**src/rtl/mem_stage_ctrl_pkg.sv**
```systemverilog
// Shared LC-3b types for the MEM-stage sequencer: opcodes, control word, FSM state and
// byte-enable constants.
package mem_stage_ctrl_pkg;

  typedef enum logic [3:0] {
    op_br   = 4'h0,
    op_add  = 4'h1,
    op_ldb  = 4'h2,
    op_stb  = 4'h3,
    op_jsr  = 4'h4,
    op_and  = 4'h5,
    op_ldr  = 4'h6,
    op_str  = 4'h7,
    op_rti  = 4'h8,
    op_not  = 4'h9,
    op_ldi  = 4'ha,
    op_sti  = 4'hb,
    op_jmp  = 4'hc,
    op_shf  = 4'hd,
    op_lea  = 4'he,
    op_trap = 4'hf
  } lc3b_opcode;

  typedef struct packed {
    lc3b_opcode opcode;
    logic       mem_read;
    logic       mem_write;
  } lc3b_control_word;

  typedef enum logic {IDLE, INDIRECT} mem_ctrl_state;

  localparam logic [1:0] BE_WORD = 2'b11;
  localparam logic [1:0] BE_LO   = 2'b01;
  localparam logic [1:0] BE_HI   = 2'b10;

  function automatic logic is_byte_op(lc3b_opcode op);
    return (op == op_ldb) || (op == op_stb);
  endfunction

  function automatic logic is_indirect_op(lc3b_opcode op);
    return (op == op_ldi) || (op == op_sti);
  endfunction

endpackage

```
**src/rtl/mem_stage_ctrl_if.sv**
```systemverilog
// MEM-stage bus: pipeline-side request/stall signals plus the data-memory port.
// master = pipeline and memory side, slave = mem_stage_ctrl.
interface mem_stage_ctrl_if;
  import mem_stage_ctrl_pkg::*;

  logic             in_valid;
  lc3b_control_word ctrl;
  logic [15:0]      addr;
  logic [15:0]      wdata;
  logic             stall;
  logic             done;
  logic [15:0]      rdata;
  logic             mem_read;
  logic             mem_write;
  logic [1:0]       mem_byte_enable;
  logic [15:0]      mem_address;
  logic [15:0]      mem_wdata;
  logic             mem_resp;
  logic [15:0]      mem_rdata;

  modport master (
    output in_valid, ctrl, addr, wdata, mem_resp, mem_rdata,
    input  stall, done, rdata, mem_read, mem_write, mem_byte_enable, mem_address, mem_wdata
  );

  modport slave (
    input  in_valid, ctrl, addr, wdata, mem_resp, mem_rdata,
    output stall, done, rdata, mem_read, mem_write, mem_byte_enable, mem_address, mem_wdata
  );

endinterface

```
**src/rtl/mem_byte_align.sv**
```systemverilog
// Combinational byte lane formatting: byte enables, replicated store data and
// zero-extended byte load data.
module mem_byte_align
  import mem_stage_ctrl_pkg::*;
(
  input  lc3b_opcode  i_opcode,
  input  logic        i_addr0,
  input  logic [15:0] i_wdata,
  input  logic [15:0] i_mem_rdata,
  output logic [1:0]  o_byte_enable,
  output logic [15:0] o_mem_wdata,
  output logic [15:0] o_rdata
);

  logic w_byte;

  always_comb begin
    w_byte        = is_byte_op(i_opcode);
    o_byte_enable = BE_WORD;
    o_mem_wdata   = i_wdata;
    o_rdata       = i_mem_rdata;
    if (w_byte) begin
      o_byte_enable = i_addr0 ? BE_HI : BE_LO;
      o_mem_wdata   = {i_wdata[7:0], i_wdata[7:0]};
      o_rdata       = {8'h00, i_addr0 ? i_mem_rdata[15:8] : i_mem_rdata[7:0]};
    end
  end

endmodule

```
**src/rtl/mem_stage_ctrl.sv**
```systemverilog
// LC-3b MEM-stage sequencer: one access for loads/stores/TRAP, two for LDI/STI.
// Optional macro MEM_PERF_CNT_EN adds stall-cycle and access counters.
module mem_stage_ctrl
  import mem_stage_ctrl_pkg::*;
(
  input  logic               clk,
  input  logic               rst_n,
  mem_stage_ctrl_if.slave    bus
`ifdef MEM_PERF_CNT_EN
  ,
  output logic [31:0]        perf_stall_cycles,
  output logic [31:0]        perf_accesses
`endif
);

  mem_ctrl_state r_state;
  logic [15:0]   r_ptr;

  logic        w_mem_instr;
  logic        w_indirect;
  logic        w_byte;
  logic        w_busy;
  logic        w_read;
  logic        w_write;
  logic        w_access;
  logic        w_final;
  logic        w_done;
  logic [15:0] w_address;
  logic [1:0]  w_be;
  logic [15:0] w_al_wdata;
  logic [15:0] w_al_rdata;

  assign w_mem_instr = bus.ctrl.mem_read | bus.ctrl.mem_write | (bus.ctrl.opcode == op_sti);
  assign w_indirect  = is_indirect_op(bus.ctrl.opcode);
  assign w_byte      = is_byte_op(bus.ctrl.opcode);
  assign w_busy      = bus.in_valid & w_mem_instr;

  always_comb begin
    w_read    = 1'b0;
    w_write   = 1'b0;
    w_address = '0;
    unique case (r_state)
      IDLE: begin
        if (w_busy) begin
          // Indirect ops always start with a word pointer fetch.
          w_read    = w_indirect | bus.ctrl.mem_read;
          w_write   = ~w_indirect & bus.ctrl.mem_write;
          w_address = w_byte ? bus.addr : {bus.addr[15:1], 1'b0};
        end
      end
      INDIRECT: begin
        if (w_busy) begin
          w_read    = (bus.ctrl.opcode == op_ldi);
          w_write   = (bus.ctrl.opcode == op_sti);
          w_address = r_ptr;
        end
      end
      default: ;
    endcase
  end

  assign w_access = w_read | w_write;
  assign w_final  = (r_state == INDIRECT) | ~w_indirect;
  assign w_done   = bus.in_valid & (~w_mem_instr | (w_access & bus.mem_resp & w_final));

  mem_byte_align u_align (
    .i_opcode      (bus.ctrl.opcode),
    .i_addr0       (bus.addr[0]),
    .i_wdata       (bus.wdata),
    .i_mem_rdata   (bus.mem_rdata),
    .o_byte_enable (w_be),
    .o_mem_wdata   (w_al_wdata),
    .o_rdata       (w_al_rdata)
  );

  assign bus.stall           = w_busy & ~w_done;
  assign bus.done            = w_done;
  assign bus.rdata           = (w_done & w_mem_instr) ? w_al_rdata : '0;
  assign bus.mem_read        = w_read;
  assign bus.mem_write       = w_write;
  assign bus.mem_byte_enable = w_access ? w_be : 2'b00;
  assign bus.mem_address     = w_address;
  assign bus.mem_wdata       = w_write ? w_al_wdata : '0;

  always_ff @(posedge clk or negedge rst_n) begin
    if (!rst_n) begin
      r_state <= IDLE;
      r_ptr   <= '0;
    end else begin
      unique case (r_state)
        IDLE: begin
          if (w_access && bus.mem_resp && w_indirect) begin
            r_ptr   <= {bus.mem_rdata[15:1], 1'b0};
            r_state <= INDIRECT;
          end
        end
        INDIRECT: begin
          if (w_access && bus.mem_resp) begin
            r_state <= IDLE;
          end
        end
        default: r_state <= IDLE;
      endcase
    end
  end

`ifdef MEM_PERF_CNT_EN
  always_ff @(posedge clk or negedge rst_n) begin
    if (!rst_n) begin
      perf_stall_cycles <= '0;
      perf_accesses     <= '0;
    end else begin
      if (bus.stall) begin
        perf_stall_cycles <= perf_stall_cycles + 32'd1;
      end
      if (w_access && bus.mem_resp) begin
        perf_accesses <= perf_accesses + 32'd1;
      end
    end
  end
`endif

endmodule

```
**src/flat_wrapper.sv**
```systemverilog
// flat-port wrapper written by rule: the top's interface ports become plain ports
module mem_stage_ctrl_flat import mem_stage_ctrl_pkg::*;
  (clk, rst_n, bus_in_valid, bus_ctrl, bus_addr, bus_wdata, bus_mem_resp, bus_mem_rdata, bus_stall, bus_done, bus_rdata, bus_mem_read, bus_mem_write, bus_mem_byte_enable, bus_mem_address, bus_mem_wdata);
  mem_stage_ctrl_if bus_i ();
  input  logic clk;
  input  logic rst_n;
  input wire logic [$bits(bus_i.in_valid)-1:0] bus_in_valid;
  input wire logic [$bits(bus_i.ctrl)-1:0] bus_ctrl;
  input wire logic [$bits(bus_i.addr)-1:0] bus_addr;
  input wire logic [$bits(bus_i.wdata)-1:0] bus_wdata;
  input wire logic [$bits(bus_i.mem_resp)-1:0] bus_mem_resp;
  input wire logic [$bits(bus_i.mem_rdata)-1:0] bus_mem_rdata;
  output wire logic [$bits(bus_i.stall)-1:0] bus_stall;
  output wire logic [$bits(bus_i.done)-1:0] bus_done;
  output wire logic [$bits(bus_i.rdata)-1:0] bus_rdata;
  output wire logic [$bits(bus_i.mem_read)-1:0] bus_mem_read;
  output wire logic [$bits(bus_i.mem_write)-1:0] bus_mem_write;
  output wire logic [$bits(bus_i.mem_byte_enable)-1:0] bus_mem_byte_enable;
  output wire logic [$bits(bus_i.mem_address)-1:0] bus_mem_address;
  output wire logic [$bits(bus_i.mem_wdata)-1:0] bus_mem_wdata;
  assign bus_i.in_valid = bus_in_valid;
  assign bus_i.ctrl = bus_ctrl;
  assign bus_i.addr = bus_addr;
  assign bus_i.wdata = bus_wdata;
  assign bus_i.mem_resp = bus_mem_resp;
  assign bus_i.mem_rdata = bus_mem_rdata;
  assign bus_stall = bus_i.stall;
  assign bus_done = bus_i.done;
  assign bus_rdata = bus_i.rdata;
  assign bus_mem_read = bus_i.mem_read;
  assign bus_mem_write = bus_i.mem_write;
  assign bus_mem_byte_enable = bus_i.mem_byte_enable;
  assign bus_mem_address = bus_i.mem_address;
  assign bus_mem_wdata = bus_i.mem_wdata;
  mem_stage_ctrl u_core (.clk(clk), .rst_n(rst_n), .bus(bus_i));
endmodule
```
**config.mk**
```make
export PLATFORM = sky130hd
export DESIGN_NAME = mem_stage_ctrl_flat
export DESIGN_NICKNAME = d
export VERILOG_FILES = /design/src/rtl/mem_stage_ctrl_pkg.sv /design/src/rtl/mem_stage_ctrl_if.sv /design/src/rtl/mem_byte_align.sv /design/src/rtl/mem_stage_ctrl.sv /design/src/flat_wrapper.sv
export SDC_FILE = /design/constraint.sdc
export NUM_CORES = 1
export LEC_CHECK = 0
export BUFFER_PORTS_ARGS = -buffer_cell sky130_fd_sc_hd__buf_2
export CAP_MARGIN = 25
export CORE_MARGIN = 1.5
export CORE_UTILIZATION = 39
export CTS_BUF_LIST = sky130_fd_sc_hd__clkbuf_8 sky130_fd_sc_hd__clkbuf_16
export DETAILED_ROUTE_END_ITERATION = 16
export PLACE_DENSITY = 0.8
export SYNTH_ARGS = -nofsm -noshare
export SYNTH_HDL_FRONTEND = slang
export SYNTH_SLANG_ARGS = --single-unit
```
**constraint.sdc**
```tcl
create_clock -name clk -period 2.1 [get_ports clk]
set_input_delay 0.315 -clock clk [delete_from_list [all_inputs] [get_ports clk]]
set_output_delay 0.315 -clock clk [all_outputs]
set_load 0.05 [all_outputs]
```
# After elaboration in Yosys (flattened, before gate mapping)
# Cells that the tools add are included.
# totals
out_inout_bits	54
register_bits	16
inputBits	58
# classes
n_reduce_logical	5
bitwise_logic	17
n_mux	21
eq_ne	4
# ops
operator	count
$mux 16	6
$pmux 16 s2	1
$eq 4x2->1 const B	2
$eq 4x4->1 const B	2
$mux 8	1
$and 1x1->1	7
$mux 1	7
$mux 2	3
$or 1x1->1	6
$pmux 1 s2	3
$not 1->1	4
$logic_and 1x1->1	2
$logic_or 1x1->1	2
$reduce_and 2->1	1

# Logic depth before layout (Yosys ltp)
# Gate-level depths: netlist (run 1).
# depth
ltp_word	13
depth_mapped	5

# Cells and area by module
# A second synthesis (run 1) with hierarchy kept.
# hier_totals
cells_unflattened	171
area_unflattened_um2	1629.1
# modules_own_cells
module	area_per_inst_um2	cells_per_inst	instances
mem_stage_ctrl	1275.0	133	1
mem_byte_align	354.1	38	1

# Worst setup path before layout (run 1)
# Ideal clock, no wire load.
# synth_path
kind	in2out
from	input port bus_ctrl[4]
to	output port bus_mem_address[0]
required_ps	1785
slack_ps	-251
arrival_time_ps	2036
cell_stages	3
path_cell_list	nor3b_2 nand2_1 nor3_1
# synth_between
elab_chain_cells	5
elab_cells_between_ends	9
classes_between	eq/ne: 3; mux: 3; bitwise: 2; reduce/logical: 1
# synth_rtl
item	line	rtl
from (decl)	flat_wrapper.sv:8	input wire logic [$bits(bus_i.ctrl)-1:0] bus_ctrl;
$eq 4x4->1 or $eq 4x2->1 (tied branches)	mem_stage_ctrl.sv:33, mem_stage_ctrl_pkg.sv:37	
$or 1x1->1 or $logic_or 1x1->1 (tied branches)	mem_stage_ctrl.sv:33, mem_stage_ctrl_pkg.sv:37	
$and 1x1->1 or $mux 1 (tied branches)	mem_stage_ctrl.sv:36, mem_stage_ctrl.sv:48	
$mux 16 (*)	mem_stage_ctrl.sv:44	if (w_busy) begin
$pmux 16 s2 (*)	mem_stage_ctrl.sv:42	unique case (r_state)
to (decl)	flat_wrapper.sv:19	output wire logic [$bits(bus_i.mem_address)-1:0] bus_mem_address;
# Every way passes the cells marked *; elsewhere a longest branch is shown, timed or not.

# Final worst setup path (run 1)
# layout_path
from	register u_core.r_state
to	output port bus_mem_wdata[15]
# layout_between
elab_chain_cells	3
# layout_rtl
item	line	rtl
from (decl)	mem_stage_ctrl.sv:16	mem_ctrl_state r_state;
from (signal assigned)	mem_stage_ctrl.sv:87	r_state <= IDLE;
from (signal assigned)	mem_stage_ctrl.sv:94	r_state <= INDIRECT;
from (signal assigned)	mem_stage_ctrl.sv:99	r_state <= IDLE;
$not 1->1	--	
$pmux 1 s2 (*)	mem_stage_ctrl.sv:42	
$mux 16 (*)	mem_stage_ctrl.sv:83	assign bus.mem_wdata = w_write ? w_al_wdata : '0;
to (decl)	flat_wrapper.sv:20	output wire logic [$bits(bus_i.mem_wdata)-1:0] bus_mem_wdata;
# Marks and branches as above.

==> impl_metrics.toml, run 1 <==
[placement]
dp_hpwl_microns = 3564
pre_cts_slack_ns = -0.09204
port-buffer-count = 111
gp_congestion = 0.8712
placed_cell_area_sq_mm = 0.002105

[logic_synthesis]
yosys_warnings = 0
synthTopCellsByCount = "nand2_1, nor2_1, a21oi_1, dfrtp_1, mux2i_1"
synth-edff-count = 0
synth_top_area_share_pct = 28.70
yosysUniqueCellTypes = 27
synth_seq_cells = 16
syn-cell-area_sq_mm = 0.001395
yosysSeqAreaShare_pct = 28.70
yosys.area.top_type = "dfrtp_1"
synthCells = 167
syn_area_per_cell_sq_um = 8.354
synthTopCellsByArea = "dfrtp_1, mux2_4, mux2i_1"
synthArstFlopShare_pct = 100.0
synth_nets = 225
synth_most_common_cell = "nand2_1"
ys.flop_type = "dfrtp_1"

[run_status]
status = "finished clean"

[sta]
finalHoldViolations = 0
min_period_over_period_pct = 99.82
max_slew_margin_pct = 70.72
clock.fmax_mhz = 477.1
finalClockSkew_ns = 0.002156
setup_viol_count_final = 0
fin_setup_tns_ns = 0
holdWs_ns = 0.3133
worstMarginPinSlew_ns = 0.4347
drv_slew = 0
timing.final.ws_setup_ns = 0.003795
min_period_ns = 2.096

[clock_tree]
numCtsBuffers = 3
htree_levels = 1
cts.sinks = 16
cts_tree = "done"
insertion_delay_ns = 0.25
root_buffer = "clkbuf_8"
clock_path_buffers = 2
path_clk_slew_ns = 0.06

[power_and_ir_drop]
fin_total_pwr_uw = 2001
power_leakage_uw = 0.001290
cellPowerDensity_mw_per_mm2 = 846.5
vdd_drop_max_mv = 0.5518

[grt]
grt_pass1_vias = 1644
grt_overflow = 0
grt_util_all_layers_pct = 22.80
grt_max_degree = 19
antenna_found_initial = 0
grt_pass1_wl_microns = 7348

[setup_path]
max_stage_delay_ns = 0.44
path_buf_inv = 3
startpoint_type = "register"
cpLargestDelayFamily = "buffers and inverters"
path_common_cell = "buf_4"
cp.arrival_ns = 1.78
required_ns = 1.78
crit_chain = "buf_4, nor3b_2, o21ai_4, buf_4, a21oi_2, buf_2"
r2r_slack_ns = 0.50
crit_type = "reg2out"
crit_fanout = 7
endpoint_kind = "output pin"
slowest_stage = "dfrtp_2"

[floorplanning]
initial_core_util_pct = 41.16
fp.dieH_microns = 62.81
ios = 112
rows = 21
die-area_sq_mm = 0.003945
die_x_microns = 62.81
coreArea_sq_mm = 0.003390

[drt]
vias = 1699
wl_per_cell_microns = 14.62
drt_wl_total_microns = 4986
antenna_left = 0
viasPerCell = 4.982
drcViolationCount = 0
dr.pass1.iters = 4
drtIter0Drc = 60

[cells_and_area]
nNetsFinal = 354
design_area_sq_mm = 0.002364
diodes = 0
syn_to_final_growth_pct = 69.42
drive_gt1_share_pct = 59.32

[min_path]
hold_path_class = "in2reg"

[job]
maxCapViolCount = 0
final cells by class:
type | count | area, sq um
Fill cell | 270 | 1026
Multi-Input combinational cell | 142 | 1025
Timing Repair Buffer | 132 | 820.8
Sequential cell | 16 | 401.6
Tap cell | 46 | 57.56
Clock buffer | 4 | 55.05
Inverter | 1 | 3.754
layer usage:
layer / share of wire (%) / track usage (%)
met5: 0 / 0
met4: 2.2 / 6.944
met3: 5.0 / 3.964
met2: 54 / 42.20
met1: 39 / 26.57
cells in the final DEF, fill, tap and decap left out, types with 2 or more instances in the layout:
cell type,synthesis,final
a21oi_1,16,7
nand2_1,35,35
buf_2,5,92
and3_1,9,4
and3_4,0,5
buf_6,0,4
and2_1,9,9
mux2_2,5,5
clkbuf_4,0,6
mux2i_1,15,15
nor3_2,0,2
mux2_4,10,10
o21a_1,2,2
a21oi_2,0,9
dfrtp_1,16,15
nor2_1,23,23
buf_8,0,4
nor3b_2,1,2
buf_4,0,24
clkbuf_8,0,4
nor3_1,5,3
o21ai_0,2,2
sequential cells by signal, summed over array words and instances, names as in the netlist:
register,count
u_core.r_state,1
u_core.r_ptr,15
worst paths after layout:
path	start	end	cells past startpoint
max	u_core.r_state$_DFF_PN0_	bus_mem_wdata[15]	6
min	bus_mem_rdata[7]	u_core.r_ptr[7]$_DFFE_PN0P_	2
max reg2reg	u_core.r_state$_DFF_PN0_	u_core.r_ptr[14]$_DFFE_PN0P_	4
min reg2reg	u_core.r_ptr[1]$_DFFE_PN0P_	u_core.r_ptr[1]$_DFFE_PN0P_	1
max in group asynchronous	rst_n	u_core.r_state$_DFF_PN0_	2
min in group asynchronous	rst_n	u_core.r_ptr[13]$_DFFE_PN0P_	2
kinds of logic (layout without fill, tap and decap cells):
family,after synthesis,after routing,share of synthesized area (%)
multiplexers,30,30,25.56
flip-flops,16,16,28.70
AND/OR/NAND/NOR,88,88,30.67
XOR/XNOR,1,1,0.6279
buffers and inverters,9,137,4.036
AO/OA/AOI/OAI,23,23,10.40
power breakdown:
part           leakage [uW]  total, uW  switching (uW)  internal, uW
Clock             0.0000288        270             104           166
Sequential         0.000202        493            72.9           420
Combinational       0.00106       1240             761           476
stage by stage:
step,instances,utilization (%)
global route,341,69.73
finish,341,69.73
detailed placement,329,62.09
global placement,329,62.09
CTS,334,65.26
floorplan,167,-
repair_timing:
item / 4_1_cts / 5_1_grt
cloned: 0 / 0
pin swaps: 0 / 2
endpoints found under the setup margin: 24 / 24
hold buffers: 1 / 0
buffers inserted: 0 / 7
gates resized for setup: 14 / 28
hold endpoints to repair: 16 / 0
Power figures use the tool's default switching activity.
==> inputs of run 2 (changes only) <==
- CORE_MARGIN: 1.5 -> default
- CORE_UTILIZATION: 39 -> 42
- PLACE_DENSITY: 0.8 -> 0.85
- SETUP_SLACK_MARGIN: default -> 0.02
- clock period: 2.1 -> 2.5 ns (I/O delays scaled with it)
==> run 2 against run 1 <==
Design area fell by 13%. Via count fell by 5.9%. Non-clock buffer count fell by 14. Sequential power fell by 17%. Critical path type unchanged.
==> impl_metrics.toml, run 2 (synthesis results as in run 1) <==
[clock_tree]
cts_setup_buffers = 0
cts.sinks = 16
post_cts_resized = 0
path_clk_slew_ns = 0.06
cts_hold_buf = 0
insertion_delay_ns = 0.25
htree_levels = 1
numCtsBuffers = 3
cts_tree = "done"
root_buffer = "clkbuf_8"
clock_path_buffers = 2

[setup_path]
slowest_stage = "or3_1"
r2r-start = "u_core.r_state$_DFF_PN0_"
startpoint_type = "register"
required_ns = 2.12
crit_type = "reg2out"
cp.arrival_ns = 1.92
regToRegEndpoint = "u_core.r_ptr[4]$_DFFE_PN0P_"
r2r_slack_ns = 0.85
ff2ff_path_depth = 4
max_stage_delay_ns = 0.53
path_buf_inv = 1
crit_fanout = 8
endpoint_kind = "output pin"
crit_chain = "o21a_1, or3_1, a21oi_1, buf_2"
cpLargestDelayFamily = "simple AND/OR/NAND/NOR gates"

[grt]
antenna_found_initial = 0
grt_max_degree = 19
grt_pass1_vias = 1415
grt_pass1_wl_microns = 6596
grt_overflow = 0
grt_util_all_layers_pct = 24.81

[floorplanning]
fp.dieH_microns = 59.64
die-area_sq_mm = 0.003556
rows = 20
ios = 112
initial_core_util_pct = 44.96
die_x_microns = 59.64
coreArea_sq_mm = 0.003103

[cells_and_area]
layout_commonest_cell = "buf_2"
n_fill_cell = 281
top_regs = "u_core.r_ptr: 15 flops, u_core.r_state: 1 flops"
top_register = "u_core.r_ptr"
largest_reg_flops = 15
drive_gt1_share_pct = 50.89
layout_common_cells = "buf_2, nand2_1, nor2_1"
instances_no_fill = 325
syn_to_final_growth_pct = 47.71
diodes = 0
nNetsFinal = 340
design_area_sq_mm = 0.002061

[sta]
max_slew_margin_pct = 66.83
min_period_over_period_pct = 91.60
worstMarginPinSlew_ns = 0.4963
finalHoldViolations = 0
min_period_ns = 2.290
drv_slew = 0
finalClockSkew_ns = 0.001667
clock.fmax_mhz = 436.7
fin_setup_tns_ns = 0
holdWs_ns = 0.02921
rsz0062_at_grt = "no"
setup_viol_count_final = 0

[drt]
antenna_left = 0
dr.pass1.iters = 4
vias = 1598
wl_per_cell_microns = 13.09
drtIter0Drc = 49
drcViolationCount = 0
viasPerCell = 4.917
drt_wl_total_microns = 4255

[min_path]
hold_path_class = "in2async"

[placement]
dp_hpwl_microns = 3443
placed_cell_area_sq_mm = 0.002006
dp.cells = 321
port-buffer-count = 111
gp_congestion = 0.9012

[run_status]
status = "finished clean"

[job]
maxCapViolCount = 0

[power_and_ir_drop]
cellPowerDensity_mw_per_mm2 = 761.6
fin_total_pwr_uw = 1569
vdd_drop_max_mv = 0.3921
power_leakage_uw = 0.001223
[run 2: worst register-to-register path, stage by stage (launching register included)]
cell and delay (ns):
dfrtp_1 0.43, buf_4 0.26, nor3_4 0.20, buf_4 0.28
mux2_2 0.37
[run 2: worst max path at each step]
stage | from | to | slack (ns) | cells after the start
after global routing | u_core.r_state$_DFF_PN0_ | bus_rdata[2] | 0.1 | 4
after detailed placement | bus_ctrl[4] | bus_rdata[7] | 0.25 | 6
after floorplan | bus_ctrl[4] | bus_mem_address[0] | 0.03 | 3
after CTS | u_core.r_state$_DFF_PN0_ | bus_rdata[7] | 0.21 | 4
final | u_core.r_state$_DFF_PN0_ | bus_rdata[7] | 0.21 | 4
after global placement | bus_ctrl[4] | bus_rdata[9] | 0.31 | 8
[run 2: cell type report]
cell class | count | area (sq um) | area share, %
sequential | 16 | 400.4 | 19.43
multi-input combinational | 142 | 938.4 | 45.54
inverter | 1 | 3.754 | 0.1821
timing repair buffer | 118 | 608.1 | 29.51
tap | 44 | 55.05 | 2.672
clock buffer | 4 | 55.05 | 2.672
[run 2: power by group]
| part | internal (uW) | leakage (uW) | switching (uW) |
|---|---|---|---|
| clock | 140 | 0.0000288 | 85.9 |
| combinational | 335 | 0.000991 | 597 |
| sequential | 351 | 0.000203 | 60.1 |
| total | 826 | 0.00122 | 743 |
[run 2: routing by layer]
layer	global-route usage [%]	vias to the layer above	wire length (microns)
met5	0	-	0
met4	6.312	0	17
met3	3.712	2	141
met2	43.18	38	2257
met1	32.07	759	1838
li1	-	799	-
[run 2: stage by stage]
step                      worst slack [ns]  utilization [%]
after floorplan                    0.02945                -
final                               0.2099            66.41
after global placement              0.3099            64.64
after detailed placement            0.2498            64.64
after CTS                           0.2116            66.41
after global routing               0.09740            66.41
==> inputs of run 3 (changes only) <==
- CORE_UTILIZATION: 42 -> 45
- PLACE_DENSITY: 0.85 -> 0.86
- SYNTH_HIERARCHICAL: default -> 1
==> run 3 against run 2 <==
Power up 1.0%. Flip-flop and latch count is the same. Register-to-register slack better by 0.08 ns. Clock power down 15%. Critical endpoint is now bus_rdata[15]. Largest cell class unchanged.
==> impl_metrics.toml, run 3 <==
[cells_and_area]
n_fill_cell = 306
syn_to_final_growth_pct = 34.79
largest_reg_flops = 15
top_regs = "u_core/r_ptr: 15 flops, u_core/r_state: 1 flops"
diodes = 0
layout_common_cells = "buf_2, mux2_2, and3_1"
seq_area_sq_um = 400.4
design_area_sq_mm = 0.002196
final_core_util_pct = 64.78
nNetsFinal = 332
layout_commonest_cell = "buf_2"
drive_gt1_share_pct = 57.72
multi_input_area_sq_mm = 0.001085
top_register = "u_core/r_ptr"

[placement]
gp_congestion = 0.8460
placed_cell_area_sq_mm = 0.002148
port-buffer-count = 111
dp_hpwl_microns = 3600

[drt]
drcViolationCount = 0
viasPerCell = 5.041
drt_wl_total_microns = 4539
vias = 1603
dr.pass1.iters = 4
wl_per_cell_microns = 14.27
antenna_left = 0
drtIter0Drc = 44

[logic_synthesis]
synth_seq_cells = 16
synth_most_common_cell = "mux2_2"
yosys_warnings = 6
synth_fa_ha_area_share_pct = 0
yosysUniqueCellTypes = 34
synth_top_family_by_area = "multiplexers"
synth-edff-count = 0
synth_nets = 229
synthTopCellsByCount = "mux2_2, and3_1, and2_1, dfrtp_1, nor2_1"
synth_top_area_share_pct = 24.58
yosys.area_share.simple_pct = 29.42
yosys.area.top_type = "dfrtp_1"
yosysSeqAreaShare_pct = 24.58
synth-xor-area-share_pct = 0.5376
ys.flop_type = "dfrtp_1"
synthCells = 171
syn-cell-area_sq_mm = 0.001629
synth_compound_area_share_pct = 3.303
synthArstFlopShare_pct = 100.0
synthTopCellsByArea = "dfrtp_1, mux2_2, mux2_4"
syn_area_per_cell_sq_um = 9.527
synthMuxAreaShare_pct = 32.95

[setup_path]
path_common_cell = "buf_2"
max_stage_delay_ns = 0.52
r2r-start = "u_core/r_state$_DFF_PN0_"
crit_fanout = 16
slowest_stage = "nor3b_4"
crit_chain = "buf_2, nand3b_1, o21ai_0, nor3b_4, and3_1, buf_2"
cp.arrival_ns = 1.97
endpoint_kind = "output pin"
ff2ff_path_depth = 4
regToRegEndpoint = "u_core/r_ptr[7]$_DFFE_PN0P_"
crit_type = "in2out"
r2r_slack_ns = 0.93
required_ns = 2.12
startpoint_type = "primary input"

[sta]
min_period_over_period_pct = 93.68
setup_viol_count_final = 0
max_slew_margin_pct = 65.66
clock.fmax_mhz = 427.0
finalHoldViolations = 0
holdWs_ns = 0.03572
fin_setup_tns_ns = 0
worstMarginPinSlew_ns = 0.5146
drv_slew = 0
finalClockSkew_ns = 0.0008878
min_period_ns = 2.342
rsz0062_at_grt = "no"

[floorplanning]
initial_core_util_pct = 48.06
fp.dieH_microns = 62.17
ios = 112
coreArea_sq_mm = 0.003390
die-area_sq_mm = 0.003864
rows = 21
die_x_microns = 62.17

[run_status]
status = "finished clean"

[grt]
grt_overflow = 0
grt_max_degree = 24
grt_pass1_vias = 1549
grt_util_all_layers_pct = 24.12
grt_pass1_wl_microns = 7500
antenna_found_initial = 0

[clock_tree]
path_clk_slew_ns = 0.06
root_buffer = "clkbuf_8"
numCtsBuffers = 3
cts_tree = "done"
htree_levels = 1
insertion_delay_ns = 0.25
cts.sinks = 16
cts_setup_buffers = 0
clock_path_buffers = 2

[power_and_ir_drop]
vdd_drop_max_mv = 0.4658
cellPowerDensity_mw_per_mm2 = 722.2
power_leakage_uw = 0.001271

[job]
maxCapViolCount = 0

[min_path]
hold_path_class = "in2async"
==> run 3: worst max-delay path: cells and delay by family <==
kind                   cells  cell delay, ns
and+or+nand+nor            3            0.97
buffers and inverters      2            0.41
AOI/OAI and AO/OA          1            0.20
==> run 3: logic make-up after synthesis <==
family	count (synthesis)
XOR/XNOR	1
flip-flops	16
multiplexers	46
buffers and inverters	22
AO/OA/AOI/OAI	9
AND/OR/NAND/NOR	77
==> run 3: layer usage <==
metal  global-route usage [%]  vias to the layer above  routed length [microns]
met5                        0                        -                        0
met4                    7.267                        0                       69
li1                         -                      792                        -
met1                    29.29                      750                     1873
met2                    43.68                       55                     2371
met3                    3.493                        6                      225
==> run 3: worst max-delay path by stage <==
stage               cells past startpoint                startpoint                  end  slack [ns]
finish                                  6               bus_ctrl[4]        bus_rdata[15]        0.16
CTS                                     4  u_core/r_state$_DFF_PN0_        bus_rdata[15]        0.02
floorplan                               6               bus_ctrl[4]  bus_mem_address[12]        0.28
detailed placement                      6               bus_ctrl[4]        bus_rdata[15]        0.05
global placement                        6               bus_ctrl[4]        bus_rdata[15]        0.14
global route                            6               bus_ctrl[4]        bus_rdata[15]        0.02
==> run 3: cell type report <==
cell class / instances / share of cell area, %
Clock buffer: 3 / 1.880
Inverter: 3 / 0.5128
Multi-Input combinational cell: 133 / 49.40
Sequential cell: 16 / 18.23
Tap cell: 46 / 2.621
Timing Repair Buffer: 117 / 27.35
==> run 3: report_power, final <==
group / internal, uW / switching, uW / leakage, uW
clock: 107 / 85.6 / 0.0000216
sequential: 351 / 59.3 / 0.000203
combinational: 371 / 612 / 0.00105
==> run 3: metrics by stage <==
stage | instances | worst slack (ns) | total power, uW
2_1_floorplan | 171 | 0.2761 | 1163
4_1_cts | 318 | 0.02386 | 1591
6_report | 318 | 0.1580 | 1586
3_5_place_dp | 315 | 0.05153 | 1392
5_1_grt | 318 | 0.02298 | 1679
3_3_place_gp | 315 | 0.1364 | 1362
==> run 3: repair_timing <==
item / 4_1_cts / 5_1_grt
hold buffers: 0 / 0
resized for setup: 0 / 1
endpoints found under the setup margin: 0 / 16
